`config.mk`:
```
export PLATFORM = sky130hd
export DESIGN_NAME = bitty_fetch_unit
export DESIGN_NICKNAME = d
export VERILOG_FILES = /design/src/rtl/bitty_pkg.sv /design/src/rtl/bitty_watchdog.sv /design/src/rtl/bitty_fetch_unit.sv
export SDC_FILE = /design/constraint.sdc
export NUM_CORES = 1
export LEC_CHECK = 0
export ABC_AREA = 1
export CAP_MARGIN = 10
export CORE_ASPECT_RATIO = 1.2
export CORE_UTILIZATION = 40
export CTS_BUF_LIST = sky130_fd_sc_hd__clkbuf_4
export CTS_CLUSTER_DIAMETER = 30
export DETAILED_ROUTE_END_ITERATION = 16
export MAX_ROUTING_LAYER = met4
export PLACE_DENSITY = 0.82
export SLEW_MARGIN = 25
export SYNTH_ARGS = -nofsm -noshare
export SYNTH_HDL_FRONTEND = slang
export SYNTH_SLANG_ARGS = --single-unit
export TNS_END_PERCENT = 50
```
`constraint.sdc`:
```
create_clock -name clk -period 3.6 [get_ports clk]
set_input_delay 0.54 -clock clk [delete_from_list [all_inputs] [get_ports clk]]
set_output_delay 0.54 -clock clk [all_outputs]
set_load 0.02 [all_outputs]
```
`src/rtl/bitty_pkg.sv`:
```
// Shared types and constants for the Bitty fetch unit.
package bitty_pkg;

  typedef enum logic [2:0] {
    ST_IDLE,
    ST_FETCH,
    ST_WAIT_MEM,
    ST_ISSUE,
    ST_EXEC,
    ST_HALTED
  } fetch_state_t;

  localparam logic [15:0] HALT_INSTR_DEFAULT = 16'hFFFF;

endpackage

```
`src/rtl/bitty_watchdog.sv`:
```
// Clear/enable/expire cycle counter used to bound how long the core may take
// to answer an issued instruction.
module bitty_watchdog #(
  parameter int unsigned LIMIT = 1024
) (
  input  logic clk,
  input  logic rst_n,
  input  logic clear,
  input  logic enable,
  output logic expire
);

  localparam int W = $clog2(LIMIT + 1);

  logic [W-1:0] count;

  // expire is raised during the LIMIT-th enabled cycle, so a same-cycle done
  // can still be honoured by the consumer.
  assign expire = enable && (count == W'(LIMIT - 1));

  always_ff @(posedge clk) begin
    if (!rst_n) begin
      count <= '0;
    end else if (clear) begin
      count <= '0;
    end else if (enable && !expire) begin
      count <= count + 1'b1;
    end
  end

endmodule

```
`src/rtl/bitty_fetch_unit.sv`:
```
// Bitty instruction fetch/issue unit. Optional EXEC watchdog is compiled in
// when BITTY_FETCH_TIMEOUT_EN is defined.
//
// Core handshake: start is a one-cycle pulse during ISSUE; instruction is held
// stable from ISSUE until the next memory capture. done is a one-cycle pulse
// honoured only in EXEC (never in the start cycle); branch_taken and
// branch_target are sampled in the same cycle as done.
module bitty_fetch_unit
  import bitty_pkg::*;
#(
  parameter int unsigned ADDR_W         = 8,
  parameter logic [ADDR_W-1:0] RESET_PC = '0,
  parameter logic [15:0] HALT_INSTR     = HALT_INSTR_DEFAULT,
  parameter int unsigned TIMEOUT_CYCLES = 1024
) (
  input  logic              clk,
  input  logic              rst_n,
  input  logic              run,
  output logic [ADDR_W-1:0] mem_addr,
  input  logic [15:0]       mem_rdata,
  output logic [15:0]       instruction,
  output logic              start,
  input  logic              done,
  input  logic              branch_taken,
  input  logic [ADDR_W-1:0] branch_target,
  output logic [ADDR_W-1:0] pc,
  output logic [15:0]       retired,
  output logic              halted,
  output logic              timeout,
  output fetch_state_t      dbg_state
);

  fetch_state_t state;
  logic         wd_expire;
  logic         timeout_q;

  assign mem_addr  = pc;
  assign dbg_state = state;
  assign timeout   = timeout_q;

`ifdef BITTY_FETCH_TIMEOUT_EN
  bitty_watchdog #(
    .LIMIT(TIMEOUT_CYCLES)
  ) u_watchdog (
    .clk   (clk),
    .rst_n (rst_n),
    .clear (state == ST_ISSUE),
    .enable(state == ST_EXEC),
    .expire(wd_expire)
  );
`else
  assign wd_expire = 1'b0;
`endif

  always_ff @(posedge clk) begin
    if (!rst_n) begin
      state       <= ST_IDLE;
      pc          <= RESET_PC;
      instruction <= '0;
      start       <= 1'b0;
      retired     <= '0;
      halted      <= 1'b0;
      timeout_q   <= 1'b0;
    end else begin
      start <= 1'b0;
      case (state)
        ST_IDLE: begin
          if (run) state <= ST_FETCH;
        end
        ST_FETCH: begin
          state <= ST_WAIT_MEM;
        end
        ST_WAIT_MEM: begin
          // The halt word is never presented to the core.
          if (mem_rdata == HALT_INSTR) begin
            halted <= 1'b1;
            state  <= ST_HALTED;
          end else begin
            instruction <= mem_rdata;
            start       <= 1'b1;
            state       <= ST_ISSUE;
          end
        end
        ST_ISSUE: begin
          state <= ST_EXEC;
        end
        ST_EXEC: begin
          if (done) begin
            retired <= retired + 1'b1;
            pc      <= branch_taken ? branch_target : pc + 1'b1;
            state   <= run ? ST_FETCH : ST_IDLE;
          end else if (wd_expire) begin
            timeout_q <= 1'b1;
            halted    <= 1'b1;
            state     <= ST_HALTED;
          end
        end
        ST_HALTED: begin
          state <= ST_HALTED;
        end
        default: begin
          state <= ST_IDLE;
        end
      endcase
    end
  end

endmodule

```
==> run metrics <==
Layout Nets 446; maximum vdd drop 0.000246 V; routed wire length between 5000 and 6000 um; PortBufs between 80 and 90; post-DP HPWL slightly above 4000 um; most frequent cells after synthesis nor2_1, nand2_1, dfxtp_1, inv_1, o21ai_0; TritonCTS Sinks between 40 and 50; Multi-input gate area 1160 um2; worst rel slew slack roughly two thirds; EDFF count, synth 0; CP required ~3000 ps; Avg Cell Area, Syn about 6.7 um2; status finished with violations; vias after detailed routing approximately 2.4k; final hold vios 0; largest buffer count on any clock path 2; Max Clk Rate around 0.48 GHz; Cell Rows 29; Avg WL per Cell between 10 and 15 um; Tightest Pin Transition just over 500 ps; cts hold-fix bufs 0; Post-Syn Area roughly 2300 um2; drt first pass iters 10; RSZ-0062 raised after global routing false; yosys warns 0; critical path endpoint category primary output; gr ovfl total 0; cell taking the most area after synthesis dfxtp_1; DRC viols 2; Final period util 58.0%; Top delay family on crit path buffers and inverters; Pins Over Slew Limit 0; num ports 83; clock root buffer clkbuf_4; die height 85.2 um; fin crit period 2090 ps; CP Launch Type register; slowest CP cell clkdlybuf4s50_1; share of the synthesized area in the top cell type between 30 and 40%; Clock transition at path regs about 130 ps; initial core utilization between 40% and 50%; Synth Net Count ~380; critical path class reg2out; ant diodes 0; crit-path max FO 9; area of the die a little over 6000 um2; Final Total Pwr 1090 uW; initial drt markers 160; clk_lat worst skew ~360 ps; storage element area 901 um2; power density cells 344 nW/um2; #FFs+latches synth 45; Place WS about 1600 ps; Critical Path Max Stage Delay around 670 ps; cell count after synthesis 345; critical path, cell by cell clkdlybuf4s50_1; setup TNS 0 ps; vias per inst 4.99; Buf/Inv on CP 1; Unique masters post-synth 34; failing checks DRC; slack of the critical path approximately 1500 ps; CTS tree built; total setup buffers inserted after CTS 0; sequential area share after synthesis between 30% and 40%; clk_skew 2.10 ps; asr flop ratio synth 0%; gp weighted congestion between 0.8 and 0.9; share of post-route cells with drive strength above 1 under 10%; Final setup viols 0; pin count of the biggest net entering global routing 32; P&R area growth vs syn 36.8%; DRT antenna net count 0; fill count roughly 500; H-tree depth 2; Global Route Usage Sum approximately a fifth; antenna violations before repair 0; post_cts resized 0; DIE WIDTH 71.3 um; HP Class reg2reg; number of global-route vias before repair 2109; CP arrival roughly 1600 ps; total core area 5410 um2; global-route wire length before repair between 9000 and 10000 um; top_reg_cell synth dfxtp_1; top-count cell post-synth nor2_1; LEAKAGE around 0.0012 uW; Num CTS Buffers 5; synth top area cells dfxtp_1, nor2_1, nand2_1; Max-Cap Viols 0
metal layers:
layer	global-route usage, %	vias to the layer above	wire length [um]
li1	-	1225	-
met1	23.5	1066	2380
met2	32.0	86	2700
met3	6.77	6	494
met4	5.82	0	69
met5	-	-	0
area by class of cell:
class	count	share of cell area [%]
multi-input combinational	251	36.9
sequential	45	28.6
timing repair buffer	82	26.0
inverter	30	3.65
tap	62	2.46
clock buffer	6	1.43
clock inverter	2	1.07
worst paths after layout:
check                    start      endpoint  slack [ps]  cells after the start
hold reg to reg         halted        halted         490                      2
setup reg to reg  dbg_state[2]   retired[12]        2030                      7
hold / removal          halted        halted         490                      2
setup / recovery  dbg_state[0]  dbg_state[0]        1510                      1
tightest hold or removal path, cell delays in order, from the launching register on:
cell and delay, ps:
dfxtp_1 360, a21oi_1 40, nor2_1 70
through the flow:
stage,hold WS [ps],cell area [um2],std cells,utilization [%]
after floorplan,540,2300,345,-
after global placement,468,3070,470,56.9
after detailed placement,468,3070,470,56.9
after CTS,502,3150,478,58.3
after global routing,527,3150,478,58.3
final,494,3150,478,58.3
logic make-up (layout without fill, tap and decap cells):
kind of cell / count (synthesis) / count (layout) / synth area share (%)
AO/OA/AOI/OAI: 55 / 55 / 12.4
buffers and inverters: 49 / 120 / 10.5
flip-flops: 45 / 45 / 39.1
adder cells (fa/ha/maj): 2 / 2 / 1.09
AND/OR/NAND/NOR: 193 / 193 / 36.8
other: 1 / 1 / 0.163
registers in the layout (all words and copies together) (netlist names):
name / count
halted: 1
mem_addr: 8
start: 1
retired: 16
dbg_state: 3
instruction: 16
where the power goes:
| part | switching (uW) | internal (uW) |
|---|---|---|
| registers | 22.0 | 528 |
| clock network | 164 | 152 |
| logic | 116 | 103 |
cell usage in the layout, fill, tap and decap left out, types with 3 or more instances in the layout:
cell type	count
a21oi_1	18
clkbuf_4	6
clkdlybuf4s50_1	81
dfxtp_1	45
inv_1	26
inv_2	3
nand2_1	78
nand3_1	8
nand3b_1	3
nand4_1	3
nor2_1	80
nor2_2	5
nor3_1	5
o21ai_0	26
o21ai_1	5
No activity file was read; power rests on OpenSTA's default activity.
==> edit 1: new RTL, same flow settings <==
The parameter `ADDR_W` goes from 8 to 10.
--- a/src/rtl/bitty_fetch_unit.sv
+++ b/src/rtl/bitty_fetch_unit.sv
@@ -10,3 +10,3 @@
 #(
-  parameter int unsigned ADDR_W         = 8,
+  parameter int unsigned ADDR_W         = 10,
   parameter logic [ADDR_W-1:0] RESET_PC = '0,
Ports: changed (resized branch_target, mem_addr and pc); port bits go from 83 to 89. The function was not compared with the original's and may differ.
==> edit 1 against the original RTL <==
  * Die area is 10% higher
  * Power is 2.1% higher
  * Setup slack worse by 0.027 ns
  * Synthesized area is 10% higher
  * Cell area is 8.7% higher
  * Largest power group unchanged
  * Highest routed layer unchanged
  * Sequential cell count is 2 higher
  * Routed wire length is 8.0% higher
  * Critical path type unchanged
  * Sequential power is 3.8% higher
  * Largest cell class unchanged
==> edit 1: results (changes against the original RTL) <==
Power
  – Lkg Pwr: 0.001292 µW (+4.5%)
  – Peak supply drop: 263.5 µV (+6.9%)

Cells and area
  – Share of cells above drive strength 1: 6.904% (+0.41 points)
  – Layout fillers: 591 (+15%)
  – Fin nets: 481 (+7.8%)
  – Multi-input gate area: 1297 µm² (+12%)

Clocking
  – Longest Clk Path Bufs: 2 (unchanged)
  – Htree depth: 2 (unchanged)

Min path
  – Worst min-delay path class: flop to flop

Detailed routing
  – Routed Wire Length: 6.090 mm (+8.0%)
  – Vias: 2632 (+10%)
  – Drt first pass iters: 4 (-6)
  – 1st-iter DRT viols: 102 (-36%)
  – Via/cell ratio: 4.957 (-0.58%)

Place
  – Placed inst area: 3349 µm² (+9.0%)
  – Post-place setup slack: 1.415 ns (-0.1527 ns)
  – IO Port Bufs: 87 (+7.4%)
  – Dpl cells: 523 (+11%)
  – Post-DP HPWL: 4.531 mm (+12%)

STA
  – Hold_ws: 0.4965 ns (+0.002767 ns)
  – Worst Tran Pin Value: 0.6814 ns (+0.1650 ns)
  – Final min period: 2.114 ns (+0.02728 ns)
  – Clk_skew: 0.01239 ns (+0.01029 ns)

Global routing
  – Initial antenna violation count: 0 (unchanged)
  – Pin count of the biggest net entering global routing: 29 (-9.4%)
  – Vias in the first global route: 2469 (+17%)
  – First-pass GRT wire length: 10.24 mm (+8.9%)

Worst setup path
  – WP data arrival: 1.57 ns (+0.02 ns)
  – Crit path largest cell delay: 0.68 ns
  – Worst-path fanout max: 8 (-1)

Outcome
  – Status: finished, final reports clean

Logic synthesis
  – Ranking of synthesized cells by area: dfxtp_1 (37%), nand2_1 (13%), nor2_1 (11%)
  – Cells after Synth: 377 (+9.3%)
  – Register area share after synthesis: 37.03% (-2.1 points)
  – Syn_nets: 410 (+9.0%)
  – Most frequent cells after synthesis: nand2_1 (87), nor2_1 (77), dfxtp_1 (47), inv_1 (33), o21ai_0 (28)
## edit 1: cell count changes in the layout (fill, tap and decap cells not counted), moves of 6 or more
cell,delta
clkdlybuf4s50_1,+6
inv_1,+7
nand3_1,+8
nand2_1,+9
## edit 1: final timing paths
path,cells past startpoint,start,endpoint
worst max-delay path,1,dbg_state[2],dbg_state[2]
worst min-delay path,2,halted,halted
worst max register to register,9,retired[0],retired[14]
worst min register to register,2,halted,halted
## edit 1: where the power goes
group / leakage [µW] / internal (µW) / switching, µW
logic: 0.000868 / 108 / 122
registers: 0.000381 / 550 / 21.2
clock network: 0.0000426 / 143 / 165
total: 0.00129 / 800 / 308
## edit 1: metal layers
layer	GRT usage [%]	share of wire, %	up-vias
met5	-	0	-
met4	10.12	2.2	0
met2	34.40	48	101
met3	5.411	7.5	12
li1	-	-	1327
met1	21.43	43	1192
## edit 1: cells by family (layout without fill, tap and decap cells)
| group | after synthesis | in the layout | share of synthesized area [%] |
|---|---|---|---|
| AOI/OAI and AO/OA | 57 | 57 | 11.91 |
| adders and majority gates | 2 | 2 | 0.9846 |
| buffers and inverters | 58 | 130 | 11.91 |
| DFF | 47 | 47 | 37.03 |
| other | 1 | 1 | 0.1476 |
| and+or+nand+nor | 212 | 212 | 38.01 |
## edit 1: worst register-to-register path, cell delays in order, from the launching register on
cell and delay (ns):
dfxtp_1 0.45, ha_1 0.18, inv_1 0.06, nor2_1 0.26
nand2_1 0.17, inv_1 0.14, nand4_1 0.12, nand2_1 0.08
nand2_1 0.06, nor2_2 0.06
## edit 1: final cells by class
class                           count  area share [%]
Clock buffer                        5           1.096
Clock inverter                      3           1.132
Inverter                           34           3.798
Multi-Input combinational cell    272           37.87
Sequential cell                    47           27.47
Tap cell                           82           2.995
Timing Repair Buffer               88           25.64
==> edit 2: new RTL, same settings <==
Made on the original files. Add an input register stage for `run`, `mem_rdata`, `done`, `branch_taken` and `branch_target`, cleared by the reset; this delays them by one clock. Comments in the files are not updated.
--- a/src/rtl/bitty_fetch_unit.sv
+++ b/src/rtl/bitty_fetch_unit.sv
@@ -31,2 +31,24 @@
 );
+
+  logic run_q;
+  logic [15:0] mem_rdata_q;
+  logic done_q;
+  logic branch_taken_q;
+  logic [ADDR_W-1:0] branch_target_q;
+
+  always_ff @(posedge clk) begin
+    if (!rst_n) begin
+      run_q           <= '0;
+      mem_rdata_q     <= '0;
+      done_q          <= '0;
+      branch_taken_q  <= '0;
+      branch_target_q <= '0;
+    end else begin
+      run_q           <= run;
+      mem_rdata_q     <= mem_rdata;
+      done_q          <= done;
+      branch_taken_q  <= branch_taken;
+      branch_target_q <= branch_target;
+    end
+  end
 
@@ -67,3 +89,3 @@
         ST_IDLE: begin
-          if (run) state <= ST_FETCH;
+          if (run_q) state <= ST_FETCH;
         end
@@ -74,3 +96,3 @@
           // The halt word is never presented to the core.
-          if (mem_rdata == HALT_INSTR) begin
+          if (mem_rdata_q == HALT_INSTR) begin
             halted <= 1'b1;
@@ -78,3 +100,3 @@
           end else begin
-            instruction <= mem_rdata;
+            instruction <= mem_rdata_q;
             start       <= 1'b1;
@@ -87,6 +109,6 @@
         ST_EXEC: begin
-          if (done) begin
+          if (done_q) begin
             retired <= retired + 1'b1;
-            pc      <= branch_taken ? branch_target : pc + 1'b1;
-            state   <= run ? ST_FETCH : ST_IDLE;
+            pc      <= branch_taken_q ? branch_target_q : pc + 1'b1;
+            state   <= run_q ? ST_FETCH : ST_IDLE;
           end else if (wd_expire) begin
Check against the original RTL: not equivalent (a bounded check fails within 4 cycles, from zero or initial values and one cycle with rst_n low).
==> edit 2 against the original RTL <==
  * Routed wire length grew 17%
  * Power increased by 54%
  * Setup slack got worse by 0.020 ns
  * Synthesized area up 36%
  * Via count rose by 20%
  * Sequential cell count grew 27
  * Critical path type unchanged
  * Cell area up 29%
  * Largest power group unchanged
  * Hold slack worse by 0.030 ns
  * Critical endpoint unchanged
  * Count of clock-buffer cells in the layout grew 4
==> edit 2: results (changes against the original RTL) <==
Global routing
  – Pin count of the biggest net entering global routing: 37 (+16%)
  – Vias in the first global route: 2613 (+24%)
  – First-pass GRT wire length: 11.24 mm (+20%)
  – Met2 Usage GRT: 31.72% (-0.32 points)
  – Global Route met1 Usage: 18.01% (-5.5 points)
  – Total GRT Usage: 17.58% (-2.4 points)
  – Met3 Use GR: 3.350% (-3.4 points)

Logic synthesis
  – Leading area contributor after synthesis: dfxtp_1
  – Post-Synth XOR/XNOR Area: 0.2789% (+0.28 points)
  – Most frequent cells after synthesis: nand2_1 (110), nor2_1 (77), dfxtp_1 (72), inv_1 (61), a21oi_1 (17)
  – Syn_nets: 472 (+26%)
  – Register area share after synthesis: 45.90% (+6.8 points)
  – Adder-cell share of the synthesized area: 0.7968% (-0.29 points)
  – Avg Inst Size Synth: 7.121 µm² (+6.6%)
  – Ranking of synthesized cells by area: dfxtp_1 (46%), nand2_1 (13%), nor2_1 (9.2%)
  – Netlist cell types: 32 (-5.9%)
  – Synth Area in Compound Gates: 6.454% (-6.0 points)

STA
  – Hold_ws: 0.4640 ns (-0.02970 ns)
  – Worst Tran Pin Value: 0.5615 ns (+0.04510 ns)
  – Clk_skew: 0.01051 ns (+0.008412 ns)

Worst setup path
  – WP data arrival: 1.57 ns (+0.02 ns)
  – Worst-path fanout max: 8 (-1)
  – Reg-to-reg critical path endpoint: retired[4]
  – R2r setup slk: 2.01 ns (-0.02 ns)
  – R2r worst-path depth: 6 (-1)
  – Worst flop-to-flop path startpoint: dbg_state[2]

Place
  – Global placement routability congestion: 0.8411 (-0.97%)
  – Dpl cells: 593 (+26%)
  – Post-DP HPWL: 4.878 mm (+21%)

Cells and area
  – Share of cells above drive strength 1: 6.383% (-0.11 points)
  – Fin nets: 543 (+22%)
  – Layout fillers: 754 (+47%)

Detailed routing
  – Routed Wire Length: 6.615 mm (+17%)
  – Met3 Wirelength: 299 µm (-39%)
  – Drt first pass iters: 7 (-3)
  – 1st-iter DRT viols: 122 (-24%)
  – Vias: 2854 (+20%)
  – Drt wl/cell: 10.86 µm (-7.9%)
  – Met1 wire length: 2.741 mm (+15%)
  – Met2 wire len: 3.464 mm (+28%)

Clocking
  – Hold-fix buffers, CTS: 0 (unchanged)
  – Worst-Skew Late Latency: 0.41 ns (+0.05 ns)
  – Clock-pin slew on the worst setup and hold paths: 0.11 ns (-0.02 ns)
  – CTS root buf: clkbuf_4
  – CTS buffer count: 9 (+4)
  – Gates resized, CTS repair: 0 (unchanged)
  – Htree depth: 3 (+1)

Min path
  – Worst Min Path Start: branch_target_q[1]
  – Hold endpoint: mem_addr[1]

Power
  – Peak supply drop: 257.0 µV (+4.3%)
  – Lkg Pwr: 0.001774 µW (+43%)

Outcome
  – Status: finished, final reports clean
[edit 2: changes by cell type in the layout (fill, tap and decap cells not counted), sizes merged, moves of 3 or more]
| cell | unedited run | this run |
|---|---|---|
| nand2 | 80 | 113 |
| inv | 30 | 62 |
| dfxtp | 45 | 72 |
| o21ai | 31 | 15 |
| nand3b | 3 | 15 |
| nand3 | 10 | 17 |
| clkbuf | 6 | 10 |
| nor2 | 88 | 84 |
| clkinv | 1 | 4 |
[edit 2: how the worst max path moves through the flow]
stage                             from      endpoint  cells past startpoint
after floorplan             retired[1]   retired[12]                     10
after global placement           rst_n    retired[6]                      4
after detailed placement         rst_n    retired[6]                      4
after CTS                 dbg_state[0]  dbg_state[0]                      1
after global routing      dbg_state[0]  dbg_state[0]                      1
final                     dbg_state[0]  dbg_state[0]                      1
[edit 2: worst min-delay path, delay by kind of cell (launching register included)]
family	cells	cell delay [ns]
compound gates	1	0.07
flops	1	0.31
simple gates	1	0.05
[edit 2: where the power goes]
| part | total (µW) | switching, µW | leakage [µW] | internal (µW) |
|---|---|---|---|---|
| combinational | 292 | 155 | 0.00111 | 137 |
| sequential | 879 | 31.0 | 0.000590 | 848 |
| clock | 496 | 280 | 0.0000738 | 216 |
| total | 1670 | 466 | 0.00177 | 1200 |
[edit 2: cell type report]
type                            instances  area share, %
Sequential cell                        72          35.39
Multi-Input combinational cell        285          32.78
Timing Repair Buffer                   82          19.97
Inverter                               62          5.714
Tap cell                               92          2.826
Clock buffer                           10          1.843
Clock inverter                          6          1.475
[edit 2: metrics by stage]
step                      setup slack [ns]  total power, µW  cell area [µm²]
after global placement               1.940             1185             3938
after CTS                            1.465             1691             4073
after floorplan                      2.115             1067             3141
after global routing                 1.427             1753             4073
after detailed placement             1.938             1194             3938
final                                1.494             1667             4073
